$ cat config.mk
export PLATFORM = sky130hd
export DESIGN_NAME = risc8_fetch
export DESIGN_NICKNAME = d
export VERILOG_FILES = /design/src/rtl/risc8_pkg.sv /design/src/rtl/risc8_stack2.sv /design/src/rtl/risc8_fetch.sv
export SDC_FILE = /design/constraint.sdc
export NUM_CORES = 1
export LEC_CHECK = 0
export ABC_AREA = 1
export BUFFER_PORTS_ARGS = -buffer_cell sky130_fd_sc_hd__buf_4
export CAP_MARGIN = 10
export CORE_UTILIZATION = 55
export DETAILED_ROUTE_END_ITERATION = 16
export MAX_ROUTING_LAYER = met4
export PLACE_DENSITY = 0.81
export SLEW_MARGIN = 20
export SYNTH_ARGS = -nofsm -noshare
export SYNTH_HDL_FRONTEND = slang
export SYNTH_HIERARCHICAL = 1
export SYNTH_SLANG_ARGS = --single-unit
$ cat constraint.sdc
create_clock -name clk -period 3.3 [get_ports clk]
set_input_delay 0.33 -clock clk [delete_from_list [all_inputs] [get_ports clk]]
set_output_delay 0.33 -clock clk [all_outputs]
set_load 0.02 [all_outputs]
$ cat src/rtl/risc8_pkg.sv
// Shared constants and opcode decode helpers for the RISC8 fetch/sequencer slice.
package risc8_pkg;

    localparam int INST_W = 12;

    localparam logic [INST_W-1:0] NOP         = 12'h000;
    localparam logic [INST_W-1:0] GOTO_MASK   = 12'hE00;
    localparam logic [INST_W-1:0] GOTO_MATCH  = 12'hA00;
    localparam logic [INST_W-1:0] CALL_MASK   = 12'hF00;
    localparam logic [INST_W-1:0] CALL_MATCH  = 12'h900;
    localparam logic [INST_W-1:0] RETLW_MASK  = 12'hF00;
    localparam logic [INST_W-1:0] RETLW_MATCH = 12'h800;
    localparam logic [INST_W-1:0] SLEEP_MASK  = 12'hFFF;
    localparam logic [INST_W-1:0] SLEEP_MATCH = 12'h003;

    localparam logic [4:0] PCL_ADDR = 5'h02;

    typedef enum logic [2:0] {
        ACT_NONE,
        ACT_PCL,
        ACT_GOTO,
        ACT_CALL,
        ACT_RETLW,
        ACT_SKIP
    } act_e;

    typedef enum logic {
        ST_RUN,
        ST_SLEEP
    } run_state_e;

    function automatic logic op_match(input logic [INST_W-1:0] word,
                                      input logic [INST_W-1:0] mask,
                                      input logic [INST_W-1:0] match);
        return (word & mask) == match;
    endfunction

endpackage

$ cat src/rtl/risc8_stack2.sv
// Two-entry hardware return stack; a push onto a full stack drops the oldest entry.
module risc8_stack2
    import risc8_pkg::*;
#(
    parameter int W = 11
) (
    input  logic         clk,
    input  logic         reset,
    input  logic         push,
    input  logic         pop,
    input  logic [W-1:0] din,
    output logic [W-1:0] dout
);

    logic [W-1:0] stack0;
    logic [W-1:0] stack1;

    // stack1 is never cleared by a pop, so back-to-back pops both return it
    always_ff @(posedge clk) begin
        if (reset) begin
            stack0 <= '0;
            stack1 <= '0;
        end else if (push) begin
            stack1 <= stack0;
            stack0 <= din;
        end else if (pop) begin
            stack0 <= stack1;
        end
    end

    assign dout = stack0;

endmodule

$ cat src/rtl/risc8_fetch.sv
// Program counter sequencer and execute-stage instruction register for RISC8.
// Optional SLEEP handling is built when RISC8_SLEEP_EN is defined.
//   state    | meaning
//   ST_RUN   | fetching one instruction per cycle
//   ST_SLEEP | pc held, NOP issued, waiting for wake
module risc8_fetch
    import risc8_pkg::*;
#(
    parameter int                  PC_WIDTH  = 11,
    parameter logic [PC_WIDTH-1:0] RESET_VEC = {PC_WIDTH{1'b1}}
) (
    input  logic                 clk,
    input  logic                 reset,
    output logic [PC_WIDTH-1:0]  paddr,
    input  logic [INST_W-1:0]    pdata,
    output logic [INST_W-1:0]    inst,
    input  logic                 skip,
    input  logic                 pcl_we,
    input  logic [7:0]           pcl_din,
    input  logic [PC_WIDTH-10:0] pa,
    output logic                 sleeping,
    input  logic                 wake
);

    logic [PC_WIDTH-1:0] pc;
    logic [PC_WIDTH-1:0] pc_nxt;
    logic [PC_WIDTH-1:0] pc_inc;
    logic [PC_WIDTH-1:0] stack_dout;
    logic [INST_W-1:0]   inst_nxt;
    logic                push;
    logic                pop;
    logic                hold;
    act_e                act;

    assign pc_inc = pc + PC_WIDTH'(1);
    assign paddr  = pc;

`ifdef RISC8_SLEEP_EN
    run_state_e state;
    run_state_e state_nxt;

    always_ff @(posedge clk) begin
        if (reset) state <= ST_RUN;
        else       state <= state_nxt;
    end

    always_comb begin
        state_nxt = state;
        case (state)
            ST_RUN:   if (op_match(inst, SLEEP_MASK, SLEEP_MATCH) && !wake) state_nxt = ST_SLEEP;
            ST_SLEEP: if (wake) state_nxt = ST_RUN;
            default:  state_nxt = ST_RUN;
        endcase
    end

    // The wake cycle still holds pc so fetch restarts at the word after SLEEP
    assign sleeping = (state == ST_SLEEP);
    assign hold     = sleeping || (state_nxt == ST_SLEEP);
`else
    logic unused_wake;
    assign unused_wake = wake;
    assign sleeping    = 1'b0;
    assign hold        = 1'b0;
`endif

    // Flushed NOPs decode to ACT_NONE, so a branch can never fire from a shadow slot
    always_comb begin
        act = ACT_NONE;
        if (pcl_we)                                     act = ACT_PCL;
        else if (op_match(inst, GOTO_MASK, GOTO_MATCH)) act = ACT_GOTO;
        else if (op_match(inst, CALL_MASK, CALL_MATCH)) act = ACT_CALL;
        else if (op_match(inst, RETLW_MASK, RETLW_MATCH)) act = ACT_RETLW;
        else if (skip)                                  act = ACT_SKIP;
    end

    always_comb begin
        pc_nxt   = pc_inc;
        inst_nxt = pdata;
        push     = 1'b0;
        pop      = 1'b0;
        if (hold) begin
            pc_nxt   = pc;
            inst_nxt = NOP;
        end else begin
            case (act)
                ACT_PCL: begin
                    pc_nxt   = {pa, 1'b0, pcl_din};
                    inst_nxt = NOP;
                end
                ACT_GOTO: begin
                    pc_nxt   = {pa, inst[8:0]};
                    inst_nxt = NOP;
                end
                ACT_CALL: begin
                    push     = 1'b1;
                    pc_nxt   = {pa, 1'b0, inst[7:0]};
                    inst_nxt = NOP;
                end
                ACT_RETLW: begin
                    pop      = 1'b1;
                    pc_nxt   = stack_dout;
                    inst_nxt = NOP;
                end
                ACT_SKIP: inst_nxt = NOP;
                default: ;
            endcase
        end
    end

    always_ff @(posedge clk) begin
        if (reset) begin
            pc   <= RESET_VEC;
            inst <= NOP;
        end else begin
            pc   <= pc_nxt;
            inst <= inst_nxt;
        end
    end

    risc8_stack2 #(
        .W (PC_WIDTH)
    ) u_stack (
        .clk   (clk),
        .reset (reset),
        .push  (push),
        .pop   (pop),
        .din   (pc),
        .dout  (stack_dout)
    );

endmodule
==> results of run 1 <==
[layer usage]
layer	up-vias	routed length, um
met5	-	0
met3	11	271
met2	66	2553
met4	0	105
li1	1131	-
met1	1007	2328
[power breakdown]
group          switching, mW  internal, mW
sequential            0.0234         0.559
combinational          0.110        0.0763
clock                  0.191         0.301
total                  0.324         0.936
[kinds of logic after synthesis]
logic type | count (synthesis) | share of synthesized area (%)
XOR/XNOR | 1 | 0.3754
adder cells (fa/ha/maj) | 1 | 0.5361
other | 1 | 0.1607
flip-flops | 45 | 38.61
buffers and inverters | 61 | 11.42
AND/OR/NAND/NOR | 209 | 43.86
AO/OA/AOI/OAI | 22 | 5.040
[worst paths after layout]
kind	startpoint	end	slack (ns)	depth (start not counted)
hold reg to reg	u_stack/stack1[2]	u_stack/stack1[2]	0.47	2
setup reg to reg	inst[11]	u_stack/dout[0]	1.26	10
hold / removal	pdata[8]	inst[8]	0.25	3
setup / recovery	inst[11]	u_stack/dout[0]	1.26	10
[worst max-delay path, stage by stage, from the launching register on]
cell,delay (ns)
dfxtp_1,0.36
inv_1,0.10
nor2_8,0.18
o21ai_0,0.15
nand3_1,0.10
inv_1,0.14
nor2_1,0.63
nand2_1,0.12
nand3_1,0.10
nand2_1,0.06
inv_1,0.06
[state kept, by name, summed over array words and instances, names as in the netlist]
register / count
paddr: 11
u_stack/stack1: 11
inst: 12
u_stack/dout: 11
[layout make-up]
cell class	instances	area (sq um)	area share, %
Clock buffer	5	68.82	2.442
Clock inverter	3	65.06	2.309
Inverter	49	186.4	6.616
Multi-Input combinational cell	234	1166	41.39
Sequential cell	45	900.9	31.97
Tap cell	50	62.56	2.220
Timing Repair Buffer	49	367.9	13.06
[cell usage in the layout, fill, tap and decap left out, types with 2 or more instances in the layout]
| master | count |
|---|---|
| nand4_4 | 2 |
| inv_2 | 4 |
| nand4_1 | 2 |
| nand2_1 | 114 |
| buf_4 | 49 |
| nand3b_1 | 4 |
| dfxtp_1 | 45 |
| inv_1 | 44 |
| o21bai_1 | 2 |
| clkbuf_8 | 5 |
| a21oi_1 | 18 |
| nor2_1 | 35 |
| nand3_1 | 36 |
| bufinv_16 | 2 |
| nor2_4 | 12 |
[per-stage QoR]
| stage | setup WS, ns | util, % |
|---|---|---|
| 2_1_floorplan | 1.595 | - |
| 5_1_grt | 0.9759 | 69.94 |
| 4_1_cts | 1.248 | 69.94 |
| 6_report | 1.261 | 69.94 |
| 3_5_place_dp | 1.274 | 66.61 |
| 3_3_place_gp | 1.326 | 66.61 |
==> flow_metrics.env, run 1 <==
export IMPL_num_vias=2215
export IMPL_io_buffers=48
export IMPL_synth_top_area_share_pct=38.61
export IMPL_ys_warn_count=6
export IMPL_insertion_delay_ns=0.30
export IMPL_placed_cells=427
export IMPL_wire_per_inst_um=12.09
export IMPL_cts_tree="yes"
export IMPL_report_final_slew_viol_count=0
export IMPL_cts_resized=0
export IMPL_min_period_ns=2.039
export IMPL_syn_area_sq_um=2333
export IMPL_antenna_found_initial=0
export IMPL_hold_path_class="input pin to flop"
export IMPL_synth_distinct_cells=26
export IMPL_crit_required_ns=3.55
export IMPL_worst_slew_pin_slew_ns=0.7537
export IMPL_cts_buffers=5
export IMPL_irDropWorstVdd_mv=0.2927
export IMPL_yosysSeqAreaShare_pct=38.61
export IMPL_worst_setup_path_type="flop to flop"
export IMPL_rsz0062_at_grt="no"
export IMPL_crit_path_max_fanout=11
export IMPL_synth_nets=368
export IMPL_hold_viol=0
export IMPL_worstSetupEndpointType="flop"
export IMPL_drc=0
export IMPL_outcome="finished, final reports clean"
export IMPL_cts_htree_levels=2
export IMPL_top_level_ports=51
export IMPL_power_mw=1.260
export IMPL_drt_wl_total_um=5258
export IMPL_finalNonFillerCells=435
export IMPL_relSlewSlack_pct=49.57
export IMPL_viasPerCell=5.092
export IMPL_final_min_period_over_clock_period_pct=61.79
export IMPL_worstPathArrival_ns=2.29
export IMPL_ctsHoldBuffers=0
export IMPL_area_growth_pct=20.75
export IMPL_cts_root_buf="clkbuf_8"
export IMPL_diodes=0
export IMPL_hold_ws_ns=0.2484
export IMPL_crit_path_start_kind="flop"
export IMPL_finClkSkew_ns=0.009083
export IMPL_grtUsageMet2_pct=45.00
export IMPL_clock_sinks=45
export IMPL_drt_iter0_drc=111
export IMPL_initial_core_util_pct=57.92
export IMPL_nets=412
export IMPL_grt_total_usage_pct=27.42
export IMPL_use_met3_pct=6.250
export IMPL_maxCapViolations=0
export IMPL_drt_first_pass_iters=4
export IMPL_syn_avg_cell_area_sq_um=6.863
export IMPL_synth_edf_count=0
export IMPL_setup_tns_ns=0
export IMPL_max_freq_mhz=490.4
export IMPL_synthFlopType="dfxtp_1"
export IMPL_ys_top_cells_by_count="114 x nand2_1, 45 x dfxtp_1, 44 x inv_1, 36 x nand3_1, 35 x nor2_1"
export IMPL_ant_nets=0
export IMPL_p_per_area_nw_per_um2=447.1
export IMPL_place_hpwl_um=3887
export IMPL_grt_pass1_vias=2042
export IMPL_grt_pass1_wl_um=9004
export IMPL_place_congestion=0.8438
export IMPL_fillers=355
export IMPL_drive_above_1_share_pct=20.78
export IMPL_ys_ff_latch=45
export IMPL_overflow=0
export IMPL_grt_max_degree=23
export IMPL_synth_area_leaders="dfxtp_1 39%, nand2_1 18%, nand3_1 7.7%"
export IMPL_netlist_instances=340
export IMPL_busiest_layer="met2"
export IMPL_finalSetupViolCount=0
export IMPL_post_cts_buffers=0
export IMPL_post_dp_cell_area_sq_um=2684
export IMPL_fp_dieH_um=67.14
export IMPL_grtUsageMet1_pct=32.92
export IMPL_die_w_um=67.14
export IMPL_rows=23
export IMPL_synthArstFlopShare_pct=0
export IMPL_dieArea_sq_um=4507
export IMPL_fin_area_sq_um=2818
export IMPL_synth_most_common_cell="nand2_1"
export IMPL_path_clk_slew_ns=0.09
export IMPL_clock_path_buffers=2
export IMPL_synth_area_leader_cell="dfxtp_1"
export IMPL_core_area_sq_um=4029
export IMPL_p_leak_nw=1.403
(Power assumes the default switching activity.)
==> run 2, diff against run 1 <==
--- a/config.mk
+++ b/config.mk
@@ -5,13 +5,13 @@
 export SDC_FILE = /design/constraint.sdc
 export NUM_CORES = 1
 export LEC_CHECK = 0
-export ABC_AREA = 1
+export ABC_AREA = 0
 export BUFFER_PORTS_ARGS = -buffer_cell sky130_fd_sc_hd__buf_4
 export CAP_MARGIN = 10
-export CORE_UTILIZATION = 55
+export CORE_UTILIZATION = 47
 export DETAILED_ROUTE_END_ITERATION = 16
 export MAX_ROUTING_LAYER = met4
-export PLACE_DENSITY = 0.81
+export PLACE_DENSITY = 0.75
 export SLEW_MARGIN = 20
 export SYNTH_ARGS = -nofsm -noshare
 export SYNTH_HDL_FRONTEND = slang
==> constraint.sdc (replaced) <==
create_clock -name clk -period 1.7 [get_ports clk]
set_input_delay 0.17 -clock clk [delete_from_list [all_inputs] [get_ports clk]]
set_output_delay 0.17 -clock clk [all_outputs]
set_load 0.02 [all_outputs]
==> run 2 against run 1 <==
Net effect:
- largest cell class unchanged
- highest routed layer unchanged
- maximum frequency increased by 28%
- clock power increased by 45%
- cell area decreased by 9.5%
==> flow_metrics.env, run 2 <==
export IMPL_synthFlopType="dfxtp_1"
export IMPL_path_clk_slew_ns=0.08
export IMPL_rows=23
export IMPL_irDropWorstVdd_mv=0.6483
export IMPL_synth_distinct_cells=40
export IMPL_grt_max_degree=35
export IMPL_p_per_area_nw_per_um2=847.1
export IMPL_min_period_ns=1.591
export IMPL_post_cts_buffers=0
export IMPL_fp_dieH_um=67.31
export IMPL_maxCapViolations=0
export IMPL_io_buffers=48
export IMPL_drc=0
export IMPL_diodes=0
export IMPL_synth_top_area_share_pct=44.94
export IMPL_clock_sinks=45
export IMPL_r2r_slack_ns=0.11
export IMPL_synth_adder_area_share_pct=0.6242
export IMPL_layout_setup_ws_ns=0.1086
export IMPL_clock_path_buffers=2
export IMPL_place_congestion=0.8243
export IMPL_worstSetupEndpointType="flop"
export IMPL_initial_core_util_pct=49.40
export IMPL_drive_above_1_share_pct=28.79
export IMPL_power_mw=2.161
export IMPL_top_level_ports=51
export IMPL_dpl_worst_slack_ns=0.09618
export IMPL_final_common_cell="buf_4"
export IMPL_ctsHoldBuffers=0
export IMPL_max_freq_mhz=628.4
export IMPL_worst_setup_path_type="flop to flop"
export IMPL_overflow=0
export IMPL_wire_per_inst_um=14.61
export IMPL_cts_root_buf="clkbuf_8"
export IMPL_crit_required_ns=1.88
export IMPL_drt_first_pass_iters=4
export IMPL_insertion_delay_ns=0.29
export IMPL_antenna_found_initial=0
export IMPL_area_growth_pct=27.28
export IMPL_syn_avg_cell_area_sq_um=9.730
export IMPL_ys_ff_latch=45
export IMPL_viasPerCell=5.446
export IMPL_synthXorXnorAreaFrac_pct=2.622
export IMPL_synth_edf_count=0
export IMPL_p_leak_nw=1.002
export IMPL_fillers=353
export IMPL_hold_viol=0
export IMPL_ys_top_cells_by_count="45 x dfxtp_1, 24 x mux2i_1, 15 x nor2_1, 13 x and2_1"
export IMPL_ant_nets=0
export IMPL_yosysSeqAreaShare_pct=44.94
export IMPL_setup_tns_ns=0
export IMPL_num_vias=1672
export IMPL_synth_area_leader_cell="dfxtp_1"
export IMPL_synth_nets=234
export IMPL_cts_tree="yes"
export IMPL_synth_most_common_cell="dfxtp_1"
export IMPL_crit_path_start_kind="flop"
export IMPL_grt_pass1_vias=1482
export IMPL_synth_simple_area_share_pct=18.60
export IMPL_nets=284
export IMPL_report_final_slew_viol_count=0
export IMPL_core_area_sq_um=4058
export IMPL_final_min_period_over_clock_period_pct=93.61
export IMPL_synth_top_family_by_area="simple AND/OR/NAND/NOR gates"
export IMPL_crit_path_max_fanout=12
export IMPL_finalSetupViolCount=0
export IMPL_synth_area_leaders="dfxtp_1 45%, mux2i_1 12%, a211oi_1 4.5%"
export IMPL_critPathLaunch="inst[10]"
export IMPL_reg2reg_depth=5
export IMPL_finClkSkew_ns=0.007475
export IMPL_timing_rr_end="u_stack/stack1[2]"
export IMPL_cts_buffers=5
export IMPL_netlist_instances=206
export IMPL_final_cell_mix="58 x buf_4, 45 x dfxtp_1, 24 x mux2i_1"
export IMPL_r2r_start="inst[10]"
export IMPL_ys_warn_count=6
export IMPL_die_w_um=67.31
export IMPL_place_hpwl_um=3187
export IMPL_hold_path_class="input pin to flop"
export IMPL_grt_total_usage_pct=21.73
export IMPL_outcome="finished, final reports clean"
export IMPL_grt_pass1_wl_um=7072
export IMPL_drt_iter0_drc=144
export IMPL_synth_compound_area_share_pct=15.92
export IMPL_synth_area_mux_share_pct=13.11
export IMPL_endpoint="u_stack/stack1[2]"
export IMPL_cts_htree_levels=2
export IMPL_worstPathArrival_ns=1.77
export IMPL_utilization_pct=62.87
export IMPL_dieArea_sq_um=4530
export IMPL_synthArstFlopShare_pct=0
export IMPL_largest_reg_flops=12
export IMPL_drt_wl_total_um=4484
export IMPL_syn_area_sq_um=2004
export IMPL_hold_ws_ns=0.07014
export IMPL_rsz0062_at_grt="no"
export IMPL_regMostFlops="inst"
## run 2: where the power goes
part	total [mW]	internal [mW]	switching, mW	leakage (nW)
clock network	0.713	0.367	0.346	0.0542
registers	1.13	1.09	0.0431	0.367
logic	0.319	0.156	0.162	0.581
## run 2: layout make-up
class	instances	area, sq um	share of cell area [%]
multi-input cells	145	1047	41.05
flip-flops and latches	45	900.9	35.31
repair buffers	58	435.4	17.07
clock buffers	7	96.34	3.776
well taps	50	62.56	2.452
clock inverters	1	5.005	0.1962
inverters	1	3.754	0.1471
## run 2: cells by family after synthesis
family,count (synthesis)
compound gates,43
flops,45
fa+ha+maj,1
xor+xnor,6
mux,26
buf+inv,16
other cells,1
simple gates,68
## run 2: what timing repair did
action,in CTS,in global routing
resized for setup,0,1
hold endpoints to repair,0,0
setup endpoints to repair,0,4
## run 2: layer usage
metal	track usage [%]	up-vias	wire length, um
li1	-	834	-
met1	29.95	778	2156
met2	30.38	56	2073
met3	6.081	4	228
met4	6.915	0	26
met5	-	-	0
## run 2: worst min-delay path by stage
stage | to | depth (start not counted) | from | slack (ns)
global placement | inst[1] | 2 | pdata[1] | 0.37
finish | inst[2] | 2 | pdata[2] | 0.07
floorplan | u_stack/dout[10] | 1 | reset | 0.24
CTS | inst[2] | 2 | pdata[2] | 0.07
detailed placement | inst[2] | 2 | pdata[2] | 0.37
global route | inst[8] | 2 | pdata[8] | 0.06
## run 2: worst max-delay path: stages, from the launching register on
cell	delay, ns
dfxtp_1	0.33
nand2b_2	0.24
nor4b_4	0.35
buf_4	0.27
mux2i_1	0.23
nor2_1	0.05
## run 2: through the flow
step / instances / instance area, sq um
2_1_floorplan: 206 / 2017
3_3_place_gp: 299 / 2447
3_5_place_dp: 299 / 2447
4_1_cts: 307 / 2549
5_1_grt: 307 / 2551
6_report: 307 / 2551
